===== src/rtl/mem_arbiter_if.sv =====
// Bundle of requester-side and memory-side signals for mem_arbiter.
// slave: arbiter view; master: environment (requesters + memory) view.
interface mem_arbiter_if #(
    parameter int unsigned M = 16,
    parameter int unsigned N = 32
) ();
    logic         req0;
    logic         req1;
    logic [N-1:0] addr0;
    logic [N-1:0] addr1;
    logic [M-1:0] wdata0;
    logic [M-1:0] wdata1;
    logic         we0;
    logic         we1;
    logic         ack0;
    logic         ack1;
    logic         err;
    logic [M-1:0] rdata;
    logic [N-1:0] memAddr;
    logic [M-1:0] memWrite;
    logic         memRE;
    logic         memWE;
    logic [M-1:0] memRead;
    logic         memAck;

    modport slave (
        input  req0, req1, addr0, addr1, wdata0, wdata1, we0, we1, memRead, memAck,
        output ack0, ack1, err, rdata, memAddr, memWrite, memRE, memWE
    );

    modport master (
        output req0, req1, addr0, addr1, wdata0, wdata1, we0, we1, memRead, memAck,
        input  ack0, ack1, err, rdata, memAddr, memWrite, memRE, memWE
    );
endinterface


===== src/rtl/mem_arbiter.sv =====
// Two-requester memory arbiter with per-access timeout; all outputs registered.
// Define MEM_ARB_ROUND_ROBIN_EN for round-robin contention, else requester 0 has fixed priority.
module mem_arbiter #(
    parameter int unsigned M       = 16,
    parameter int unsigned N       = 32,
    parameter int unsigned TIMEOUT = 255
) (
    input  logic             clk,
    input  logic             rst,
    mem_arbiter_if.slave     bus
);

    typedef enum logic [1:0] {StIdle, StBusy, StDone} state_e;

    // Counter value at which the current BUSY cycle is the TIMEOUT-th one.
    localparam logic [7:0] CntLast = 8'(TIMEOUT - 1);

    state_e       state_q, state_d;
    logic [7:0]   cnt_q, cnt_d;
    logic         owner_q, owner_d;
    logic [N-1:0] mem_addr_q, mem_addr_d;
    logic [M-1:0] mem_write_q, mem_write_d;
    logic         mem_re_q, mem_re_d;
    logic         mem_we_q, mem_we_d;
    logic [M-1:0] rdata_q, rdata_d;
    logic         ack0_q, ack0_d;
    logic         ack1_q, ack1_d;
    logic         err_q, err_d;
    logic         grant1;

`ifdef MEM_ARB_ROUND_ROBIN_EN
    logic last_q, last_d;

    // On contention, the requester that did not own the bus last wins.
    assign grant1 = bus.req1 & (~bus.req0 | ~last_q);

    always_ff @(posedge clk) begin
        if (rst) begin
            last_q <= 1'b1;
        end else begin
            last_q <= last_d;
        end
    end

    always_comb begin
        last_d = last_q;
        if (state_q == StIdle && (bus.req0 || bus.req1)) begin
            last_d = grant1;
        end
    end
`else
    assign grant1 = bus.req1 & ~bus.req0;
`endif

    always_comb begin
        state_d     = state_q;
        cnt_d       = cnt_q;
        owner_d     = owner_q;
        mem_addr_d  = mem_addr_q;
        mem_write_d = mem_write_q;
        mem_re_d    = mem_re_q;
        mem_we_d    = mem_we_q;
        rdata_d     = rdata_q;
        ack0_d      = 1'b0;
        ack1_d      = 1'b0;
        err_d       = 1'b0;

        unique case (state_q)
            StIdle: begin
                if (bus.req0 || bus.req1) begin
                    owner_d     = grant1;
                    mem_addr_d  = grant1 ? bus.addr1 : bus.addr0;
                    mem_write_d = grant1 ? bus.wdata1 : bus.wdata0;
                    mem_we_d    = grant1 ? bus.we1 : bus.we0;
                    mem_re_d    = grant1 ? ~bus.we1 : ~bus.we0;
                    cnt_d       = '0;
                    state_d     = StBusy;
                end
            end
            StBusy: begin
                if (bus.memAck || cnt_q == CntLast) begin
                    state_d  = StDone;
                    mem_re_d = 1'b0;
                    mem_we_d = 1'b0;
                    ack0_d   = ~owner_q;
                    ack1_d   = owner_q;
                    // memAck wins over a timeout landing in the same cycle.
                    if (bus.memAck) begin
                        if (mem_re_q) begin
                            rdata_d = bus.memRead;
                        end
                    end else begin
                        err_d = 1'b1;
                    end
                end else begin
                    cnt_d = cnt_q + 8'd1;
                end
            end
            StDone: begin
                state_d = StIdle;
            end
            default: begin
                state_d = StIdle;
            end
        endcase
    end

    always_ff @(posedge clk) begin
        if (rst) begin
            state_q     <= StIdle;
            cnt_q       <= '0;
            owner_q     <= 1'b0;
            mem_addr_q  <= '0;
            mem_write_q <= '0;
            mem_re_q    <= 1'b0;
            mem_we_q    <= 1'b0;
            rdata_q     <= '0;
            ack0_q      <= 1'b0;
            ack1_q      <= 1'b0;
            err_q       <= 1'b0;
        end else begin
            state_q     <= state_d;
            cnt_q       <= cnt_d;
            owner_q     <= owner_d;
            mem_addr_q  <= mem_addr_d;
            mem_write_q <= mem_write_d;
            mem_re_q    <= mem_re_d;
            mem_we_q    <= mem_we_d;
            rdata_q     <= rdata_d;
            ack0_q      <= ack0_d;
            ack1_q      <= ack1_d;
            err_q       <= err_d;
        end
    end

    assign bus.memAddr  = mem_addr_q;
    assign bus.memWrite = mem_write_q;
    assign bus.memRE    = mem_re_q;
    assign bus.memWE    = mem_we_q;
    assign bus.rdata    = rdata_q;
    assign bus.ack0     = ack0_q;
    assign bus.ack1     = ack1_q;
    assign bus.err      = err_q;

endmodule


===== src/flat_wrapper.sv =====
// flat-port wrapper written by rule: the top's interface ports become plain ports
module mem_arbiter_flat 
#(
    parameter int unsigned M       = 16,
    parameter int unsigned N       = 32,
    parameter int unsigned TIMEOUT = 255
)
  (clk, rst, bus_req0, bus_req1, bus_addr0, bus_addr1, bus_wdata0, bus_wdata1, bus_we0, bus_we1, bus_memRead, bus_memAck, bus_ack0, bus_ack1, bus_err, bus_rdata, bus_memAddr, bus_memWrite, bus_memRE, bus_memWE);
  mem_arbiter_if #(.M(M), .N(N)) bus_i ();
  input  logic clk;
  input  logic rst;
  input wire logic [$bits(bus_i.req0)-1:0] bus_req0;
  input wire logic [$bits(bus_i.req1)-1:0] bus_req1;
  input wire logic [$bits(bus_i.addr0)-1:0] bus_addr0;
  input wire logic [$bits(bus_i.addr1)-1:0] bus_addr1;
  input wire logic [$bits(bus_i.wdata0)-1:0] bus_wdata0;
  input wire logic [$bits(bus_i.wdata1)-1:0] bus_wdata1;
  input wire logic [$bits(bus_i.we0)-1:0] bus_we0;
  input wire logic [$bits(bus_i.we1)-1:0] bus_we1;
  input wire logic [$bits(bus_i.memRead)-1:0] bus_memRead;
  input wire logic [$bits(bus_i.memAck)-1:0] bus_memAck;
  output wire logic [$bits(bus_i.ack0)-1:0] bus_ack0;
  output wire logic [$bits(bus_i.ack1)-1:0] bus_ack1;
  output wire logic [$bits(bus_i.err)-1:0] bus_err;
  output wire logic [$bits(bus_i.rdata)-1:0] bus_rdata;
  output wire logic [$bits(bus_i.memAddr)-1:0] bus_memAddr;
  output wire logic [$bits(bus_i.memWrite)-1:0] bus_memWrite;
  output wire logic [$bits(bus_i.memRE)-1:0] bus_memRE;
  output wire logic [$bits(bus_i.memWE)-1:0] bus_memWE;
  assign bus_i.req0 = bus_req0;
  assign bus_i.req1 = bus_req1;
  assign bus_i.addr0 = bus_addr0;
  assign bus_i.addr1 = bus_addr1;
  assign bus_i.wdata0 = bus_wdata0;
  assign bus_i.wdata1 = bus_wdata1;
  assign bus_i.we0 = bus_we0;
  assign bus_i.we1 = bus_we1;
  assign bus_i.memRead = bus_memRead;
  assign bus_i.memAck = bus_memAck;
  assign bus_ack0 = bus_i.ack0;
  assign bus_ack1 = bus_i.ack1;
  assign bus_err = bus_i.err;
  assign bus_rdata = bus_i.rdata;
  assign bus_memAddr = bus_i.memAddr;
  assign bus_memWrite = bus_i.memWrite;
  assign bus_memRE = bus_i.memRE;
  assign bus_memWE = bus_i.memWE;
  mem_arbiter #(.M(M), .N(N), .TIMEOUT(TIMEOUT)) u_core (.clk(clk), .rst(rst), .bus(bus_i));
endmodule

===== config.mk =====
export PLATFORM = sky130hd
export DESIGN_NAME = mem_arbiter_flat
export DESIGN_NICKNAME = d
export VERILOG_FILES = /design/src/rtl/mem_arbiter_if.sv /design/src/rtl/mem_arbiter.sv /design/src/flat_wrapper.sv
export SDC_FILE = /design/constraint.sdc
export NUM_CORES = 1
export LEC_CHECK = 0
export CORE_MARGIN = 5
export CORE_UTILIZATION = 37
export CTS_CLUSTER_SIZE = 24
export DETAILED_ROUTE_END_ITERATION = 6
export GPL_ROUTABILITY_DRIVEN = 0
export PLACE_DENSITY = 0.77
export SLEW_MARGIN = 20
export SYNTH_ARGS = -nofsm -noshare
export SYNTH_HDL_FRONTEND = slang
export SYNTH_SLANG_ARGS = --single-unit

===== constraint.sdc =====
create_clock -name clk -period 2 [get_ports clk]
set_clock_uncertainty 0.1 [all_clocks]
set_input_delay 0.3 -clock clk [delete_from_list [all_inputs] [get_ports clk]]
set_output_delay 0.3 -clock clk [all_outputs]
set_load 0.01 [all_outputs]

After elaboration in Yosys (flattened, before gate mapping) --
Index checks and enable logic that the tools add are counted.
Word-level totals: register bits after elaboration 80, output and inout bits 69, logic and storage cells 50
Cells by class: add/sub/neg operators 1, equality and inequality tests 5, multiplexer cells 16, bitwise operators 7, reductions and logical operators 10
Operators with widths (number):
- 2-to-1 mux 32 bit | 1
- 2-to-1 mux 16 bit | 1
- 2-to-1 mux 8 bit | 2
- one-hot mux 8 bit (2 select lines) | 1
- adder 8 x 1 -> 8 bit, second input constant | 1
- equality test 8 bit, second input constant | 1
- 2-to-1 mux 1 bit | 6
- inverter 1 bit | 6
- AND reduction 3 bit | 2
- 2-to-1 mux 2 bit | 2
- inequality test 2 x 1 -> 1 bit, second input constant | 2
- one-hot mux 1 bit (2 select lines) | 2
- one-hot mux 2 bit (2 select lines) | 1
- AND reduction 2 bit | 2
- AND reduction 4 bit | 1
- OR reduction 3 bit | 1
- equality test 2 x 1 -> 1 bit, second input constant | 1
- zero test 2 bit | 1
- logical OR 1 bit | 2
- inequality test 2 bit, second input constant | 1
- nonzero test 2 bit | 1
- bitwise AND 1 bit | 1

Logic depth before layout (Yosys ltp) --
Gate-level depths: netlist of run 1.
depth after elaboration 5, depth in mapped cells 7

Least setup slack after synthesis of run 1 --
Ideal clock, no wire load.
path kind register to register, from register u_core.cnt_q[0], to register u_core.cnt_q[1], setup time 0.070 ns, data arrival time 1.472 ns, required time 1.830 ns, path slack 0.358 ns, cell stages (with the launch flop) 8, path buffers 1, clock period less this slack 1.642 ns, cell sequence dfxtp_1 > inv_1 > ha_1 > and3_1 > a21o_1 > buf_6 > or3_1 > a21oi_1
On the way: cells in the longest elaborated chain, start to end 4, elaborated cells on any way between the ends 7, classes of those cells add/sub (1); eq/ne (2); mux (2); reduce/logical (2)
Ends and longest elaborated chain:
- from (decl) | RTL line mem_arbiter.sv:19 | logic [7:0] cnt_q, cnt_d;
- from (signal assigned) | RTL line mem_arbiter.sv:123 | cnt_q <= cnt_d;
- parallel branches: the longest is 4 deep, another holds adder 8 x 1 -> 8 bit
Several ways; the timed one is not identified. The select of a mux whose other input is x is not followed. A chain may end at the register's enable or synchronous reset.

Worst setup path in the final report of run 1 --
from register u_core.cnt_q[0], to register u_core.cnt_q[4]
The elaborated chain is that of the path after synthesis.

==> flow_summary.json, run 1 <==
{
  "syn_to_final_growth_pct": 66.8,
  "critical_path_arrival_ps": 1870,
  "crit_type": "reg -> reg",
  "rsz0062_at_grt": "no",
  "clkSlewWorstSetupHoldPaths_ps": 80,
  "final_nets": 679,
  "cp.depth": 6,
  "die_w_um": 106,
  "slew_viol_final": 0,
  "synth_area_per_cell_um2": 9.05,
  "die_h_um": 106,
  "initial_core_util": 0.373,
  "ys_types": 33,
  "rows": 35,
  "place_area_um2": 5430,
  "cts.sinks": 80,
  "cp_top_family": "simple AND/OR/NAND/NOR gates",
  "worst_hold_slack_ps": 128,
  "synth_cells": 374,
  "timing.fmax_mhz": 589,
  "synth-edff-count": 0,
  "cp_cell_sequence": "inv_1 > ha_1 > and3_1 > a21o_1 > or3_1 > a21oi_1",
  "synth_area_um2": 3380,
  "setup_viol": 0,
  "power_density_nw_per_um2": 718,
  "drc": 0,
  "syn_nets": 495,
  "r2r_cells": 6,
  "cts_buffer_depth": 2,
  "post_cts_buffers": 0,
  "worstMarginPinSlew_ps": 363,
  "drive_above_1_share": 0.0657,
  "io_pins": 188,
  "yosys_warnings": 0,
  "cp-start-kind": "flop",
  "cts_resized": 0,
  "min_period_ps": 1700,
  "required_ps": 2170,
  "grt_max_degree": 55,
  "cts_root_buf": "clkbuf_8",
  "hold_viol_final": 0,
  "via_count": 3342,
  "totalPowerFinal_mw": 4.06,
  "finalSetupTns_ps": 0,
  "io_buffers": 187,
  "die_area_um2": 11200,
  "grt_overflow": 0,
  "cts_max_level": 3,
  "period_share": 0.849,
  "drt_iter0_markers": 77,
  "cts_tree": "built",
  "grt_pass1_vias": 3356,
  "reg2reg_from": "u_core.cnt_q[0]$_SDFFE_PP0P_",
  "stdcell_area_um2": 5650,
  "yosys_most_used_dff": "dfxtp_1",
  "critPathBufInv": 1,
  "ant_nets": 0,
  "vias_per_cell": 4.96,
  "finalWirelength_um": 9760,
  "hold_path_startpoint": "rst",
  "holdBufCountCts": 0,
  "async_reset_ff_frac": 0,
  "critPathCaptureType": "flop",
  "post-place-cells": 658,
  "finalWorstSetupSlack_ps": 303,
  "min_path_cells": 2,
  "ys_ff_latch": 80,
  "vdd_ir_drop_max_mv": 0.394,
  "crit_path_max_fanout": 4,
  "grt_use_total": 0.174,
  "antenna_cells": 0,
  "status": "finished, final reports clean",
  "slew_headroom": 0.758,
  "maxCapViolations": 0,
  "p_leak_nw": 2.28,
  "insertion_delay_ps": 340,
  "slowest_stage": "dfxtp_1",
  "core_area_um2": 9060,
  "cts_made_buffers": 9,
  "hold_class": "in -> reg",
  "avgRoutedWirePerCell_um": 14.5,
  "first_pass_iters": 4,
  "fillers": 785,
  "setup.worst_path.start": "u_core.cnt_q[0]$_SDFFE_PP0P_",
  "hpwl_um": 7890,
  "finalNonFillerCells": 674,
  "place_worst_setup_slack_ps": 42.6,
  "finish.utilization": 0.623,
  "synth-seq-area-share": 0.473,
  "max_stage_delay_ps": 370,
  "antenna_found_initial": 0,
  "grt_pass1_wl_um": 15900
}
[worst register-to-register path: stages, from the launching register on]
cell and delay (ps):
dfxtp_1 370, inv_1 70, ha_1 190, and3_1 200
a21o_1 210, or3_1 340, a21oi_1 150
[power by group]
part           internal, mW  switching [mW]  total (mW)
clock network         0.710           0.580        1.29
logic                 0.580           0.401       0.981
registers              1.72          0.0648        1.78
[cells by family (layout without fill, tap and decap cells)]
kind of cell	count (synthesis)	after routing	share of synthesized area
simple gates	122	122	0.159
flops	80	80	0.473
compound gates	90	90	0.174
mux	48	48	0.142
buf+inv	32	221	0.0447
fa+ha+maj	2	2	0.00739
[layout by cell type, fill, tap and decap left out, types with 2 or more instances in the layout]
cell             count
a211oi_1            50
a21oi_1             29
a31oi_1              3
and3_1               4
buf_12               4
buf_4               12
bufinv_16            2
clkbuf_8             9
clkdlybuf4s50_1    186
clkinvlp_4           2
dfxtp_1             80
ha_1                 2
mux2i_1             48
nand2_1             38
nand3_1              9
nor2_1              54
nor3_1               2
nor4_1               2
o211ai_1             2
o21ai_0              3
or3_1                3
[cell type report]
class | count | area (um^2) | share of cell area
clock buffers | 10 | 128 | 0.0226
clock inverters | 6 | 92.6 | 0.0164
inverters | 2 | 7.51 | 0.00133
multi-input cells | 262 | 1640 | 0.291
flip-flops and latches | 80 | 1600 | 0.284
well taps | 111 | 139 | 0.0246
repair buffers | 203 | 2040 | 0.361
[Yosys cell counts (all sizes together), types with 3 or more instances]
cell | n | area [um^2]
a211oi | 50 | 375
a21oi | 29 | 145
a31oi | 3 | 18.8
and3 | 4 | 25.0
buf | 16 | 91.3
clkbuf | 14 | 52.6
dfxtp | 80 | 1600
mux2i | 48 | 480
nand2 | 38 | 143
nand3 | 9 | 45.0
nor2 | 54 | 203
o21ai | 4 | 20.0
or3 | 3 | 18.8
[state kept, by name, summed over array words and instances (netlist names), 2 cells and up]
register,flops
u_core.bus.memAddr,32
u_core.cnt_q,8
u_core.bus.memWrite,16
u_core.bus.rdata,16
u_core.state_q,2
[routing by layer]
layer	up-vias	track usage	wire length, um	part of all wire
li1	1709	-	-	-
met1	1479	0.184	3800	0.39
met2	138	0.301	4670	0.48
met3	16	0.0863	1110	0.11
met4	0	0.0620	177	0.018
met5	-	0	0	0
[path summary, 6_finish.rpt]
check | endpoint | slack, ps
setup reg to reg | u_core.cnt_q[4]$_SDFFE_PP0P_ | 300
setup / recovery | u_core.cnt_q[4]$_SDFFE_PP0P_ | 300
hold / removal | u_core.cnt_q[3]$_SDFFE_PP0P_ | 130
hold reg to reg | u_core.bus.ack0$_SDFF_PP0_ | 350
Note: power is estimated with default switching activity, not from simulation.
==> run 2, diff against run 1 <==
--- a/config.mk
+++ b/config.mk
@@ -6,7 +6,7 @@
 export NUM_CORES = 1
 export LEC_CHECK = 0
 export CORE_MARGIN = 5
-export CORE_UTILIZATION = 37
+export CORE_UTILIZATION = 35
 export CTS_CLUSTER_SIZE = 24
 export DETAILED_ROUTE_END_ITERATION = 6
 export GPL_ROUTABILITY_DRIVEN = 0
==> constraint.sdc (replaced) <==
create_clock -name clk -period 1.4 [get_ports clk]
set_clock_uncertainty 0.1 [all_clocks]
set_input_delay 0.21 -clock clk [delete_from_list [all_inputs] [get_ports clk]]
set_output_delay 0.21 -clock clk [all_outputs]
set_load 0.01 [all_outputs]
==> flow_summary.json, run 2 (synthesis gave the netlist of run 1 again) <==
{
  "status": "finished, violations left",
  "violations": "negative setup slack",
  "initial_core_util": 0.363,
  "maxCapViolations": 0,
  "core_area_um2": 9330,
  "critPathCaptureType": "flop",
  "finalNonFillerCells": 739,
  "avgRoutedWirePerCell_um": 19.6,
  "antenna_found_initial": 0,
  "via_count": 3892,
  "drive_above_1_share": 0.370,
  "totalPowerFinal_mw": 6.48,
  "grt_pass1_vias": 4040,
  "rsz0062_at_grt": "yes",
  "finalWirelength_um": 14500,
  "vdd_ir_drop_max_mv": 0.472,
  "cts_tree": "built",
  "setup.worst_path.start": "u_core.cnt_q[0]$_SDFFE_PP0P_",
  "final_nets": 726,
  "hold_path_startpoint": "rst",
  "stdcell_area_um2": 7070,
  "rows": 35,
  "ant_nets": 0,
  "cts_root_buf": "clkbuf_8",
  "grt_overflow": 0,
  "crit_type": "reg -> reg",
  "die_area_um2": 11700,
  "post-place-cells": 692,
  "p_leak_nw": 3.09,
  "place_area_um2": 5630,
  "io_pins": 188,
  "slew_viol_final": 0,
  "required_ps": 1570,
  "drc": 0,
  "period_share": 1.15,
  "insertion_delay_ps": 340,
  "cts_made_buffers": 9,
  "cp-start-kind": "flop",
  "drt_iter0_markers": 113,
  "crit_path_max_fanout": 6,
  "reg2reg_from": "u_core.cnt_q[0]$_SDFFE_PP0P_",
  "io_buffers": 187,
  "syn_to_final_growth_pct": 109,
  "worstMarginPinSlew_ps": 357,
  "final_cell_mix": "clkdlybuf4s50_1 (115), dfxtp_1 (75), dlygate4sd2_1 (68)",
  "clkSlewWorstSetupHoldPaths_ps": 80,
  "cts_max_level": 3,
  "antenna_cells": 0,
  "mostFrequentLayoutCell": "clkdlybuf4s50_1",
  "finalSetupTns_ps": -5610,
  "vias_per_cell": 5.27,
  "critical_path_arrival_ps": 1780,
  "cts.sinks": 80,
  "largest_register_ffs": 32,
  "hold_class": "in -> reg",
  "die_w_um": 108,
  "cts_buffer_depth": 2,
  "grt_pass1_wl_um": 19600,
  "finalWorstSetupSlack_ps": -210,
  "timing.fmax_mhz": 621,
  "first_pass_iters": 4,
  "grt_max_degree": 47,
  "hold_viol_final": 0,
  "power_density_nw_per_um2": 916,
  "hpwl_um": 8280,
  "setup_viol": 76,
  "grt_use_total": 0.211,
  "die_h_um": 108,
  "min_period_ps": 1610,
  "slew_headroom": 0.755
}
-- run 2: cell count changes in the layout (fill, tap and decap cells not counted), sizes merged --
| cell | before | now |
|---|---|---|
| clkdlybuf4s50 | 186 | 115 |
| clkdlybuf4s15 | 0 | 3 |
| buf | 17 | 57 |
| inv | 3 | 2 |
| dlygate4sd2 | 0 | 68 |
| clkbuf | 10 | 19 |
| bufinv | 2 | 1 |
-- run 2: critical path: stages, from the launching register on --
cell	delay, ps
dfxtp_2	350
inv_2	50
ha_4	150
and3_4	200
a21o_4	240
or3_1	330
a21oi_2	120
-- run 2: cell type report --
class	count	area [um^2]
timing repair buffer	250	2680
sequential	80	1610
fill	618	2250
clock inverter	4	53.8
tap	129	161
inverter	2	7.51
multi-input combinational	262	2420
clock buffer	12	145
-- run 2: metrics by stage --
stage	hold slack [ps]	util	worst slack (ps)
4_1_cts	173	0.696	-158
5_1_grt	228	0.758	-258
6_report	212	0.758	-210
2_1_floorplan	182	-	-165
3_5_place_dp	337	0.603	-453
3_3_place_gp	337	0.603	-434
-- run 2: final timing paths --
| check | to | slack, ps | cells after the start |
|---|---|---|---|
| setup / recovery | u_core.cnt_q[1]$_SDFFE_PP0P_ | -210 | 6 |
| hold / removal | u_core.cnt_q[5]$_SDFFE_PP0P_ | 210 | 4 |
| setup reg to reg | u_core.cnt_q[1]$_SDFFE_PP0P_ | -210 | 6 |
| hold reg to reg | u_core.bus.rdata[8]$_SDFFE_PP0P_ | 360 | 2 |
-- run 2: report_power, final --
group	internal (mW)	total (mW)	switching [mW]	leakage [nW]
registers	2.46	2.59	0.137	0.661
clock network	0.878	1.71	0.831	0.0928
logic	1.20	2.17	0.973	2.33
total	4.54	6.48	1.94	3.09
-- run 2: per-layer routing --
layer / wire length, um / vias up / share of wire / GRT usage
li1: - / 1792 / - / -
met1: 5120 / 1875 / 0.35 / 0.211
met2: 7860 / 184 / 0.54 / 0.412
met3: 1220 / 41 / 0.084 / 0.0704
met4: 295 / 0 / 0.020 / 0.0604
met5: 0 / - / 0 / 0
-- run 2: what timing repair did --
item	in CTS	in global routing
buffers inserted	17	8
pin swaps	36	51
gates resized for setup	155	143
setup endpoints to repair	147	81
hold buffers	0	0
cloned	9	6
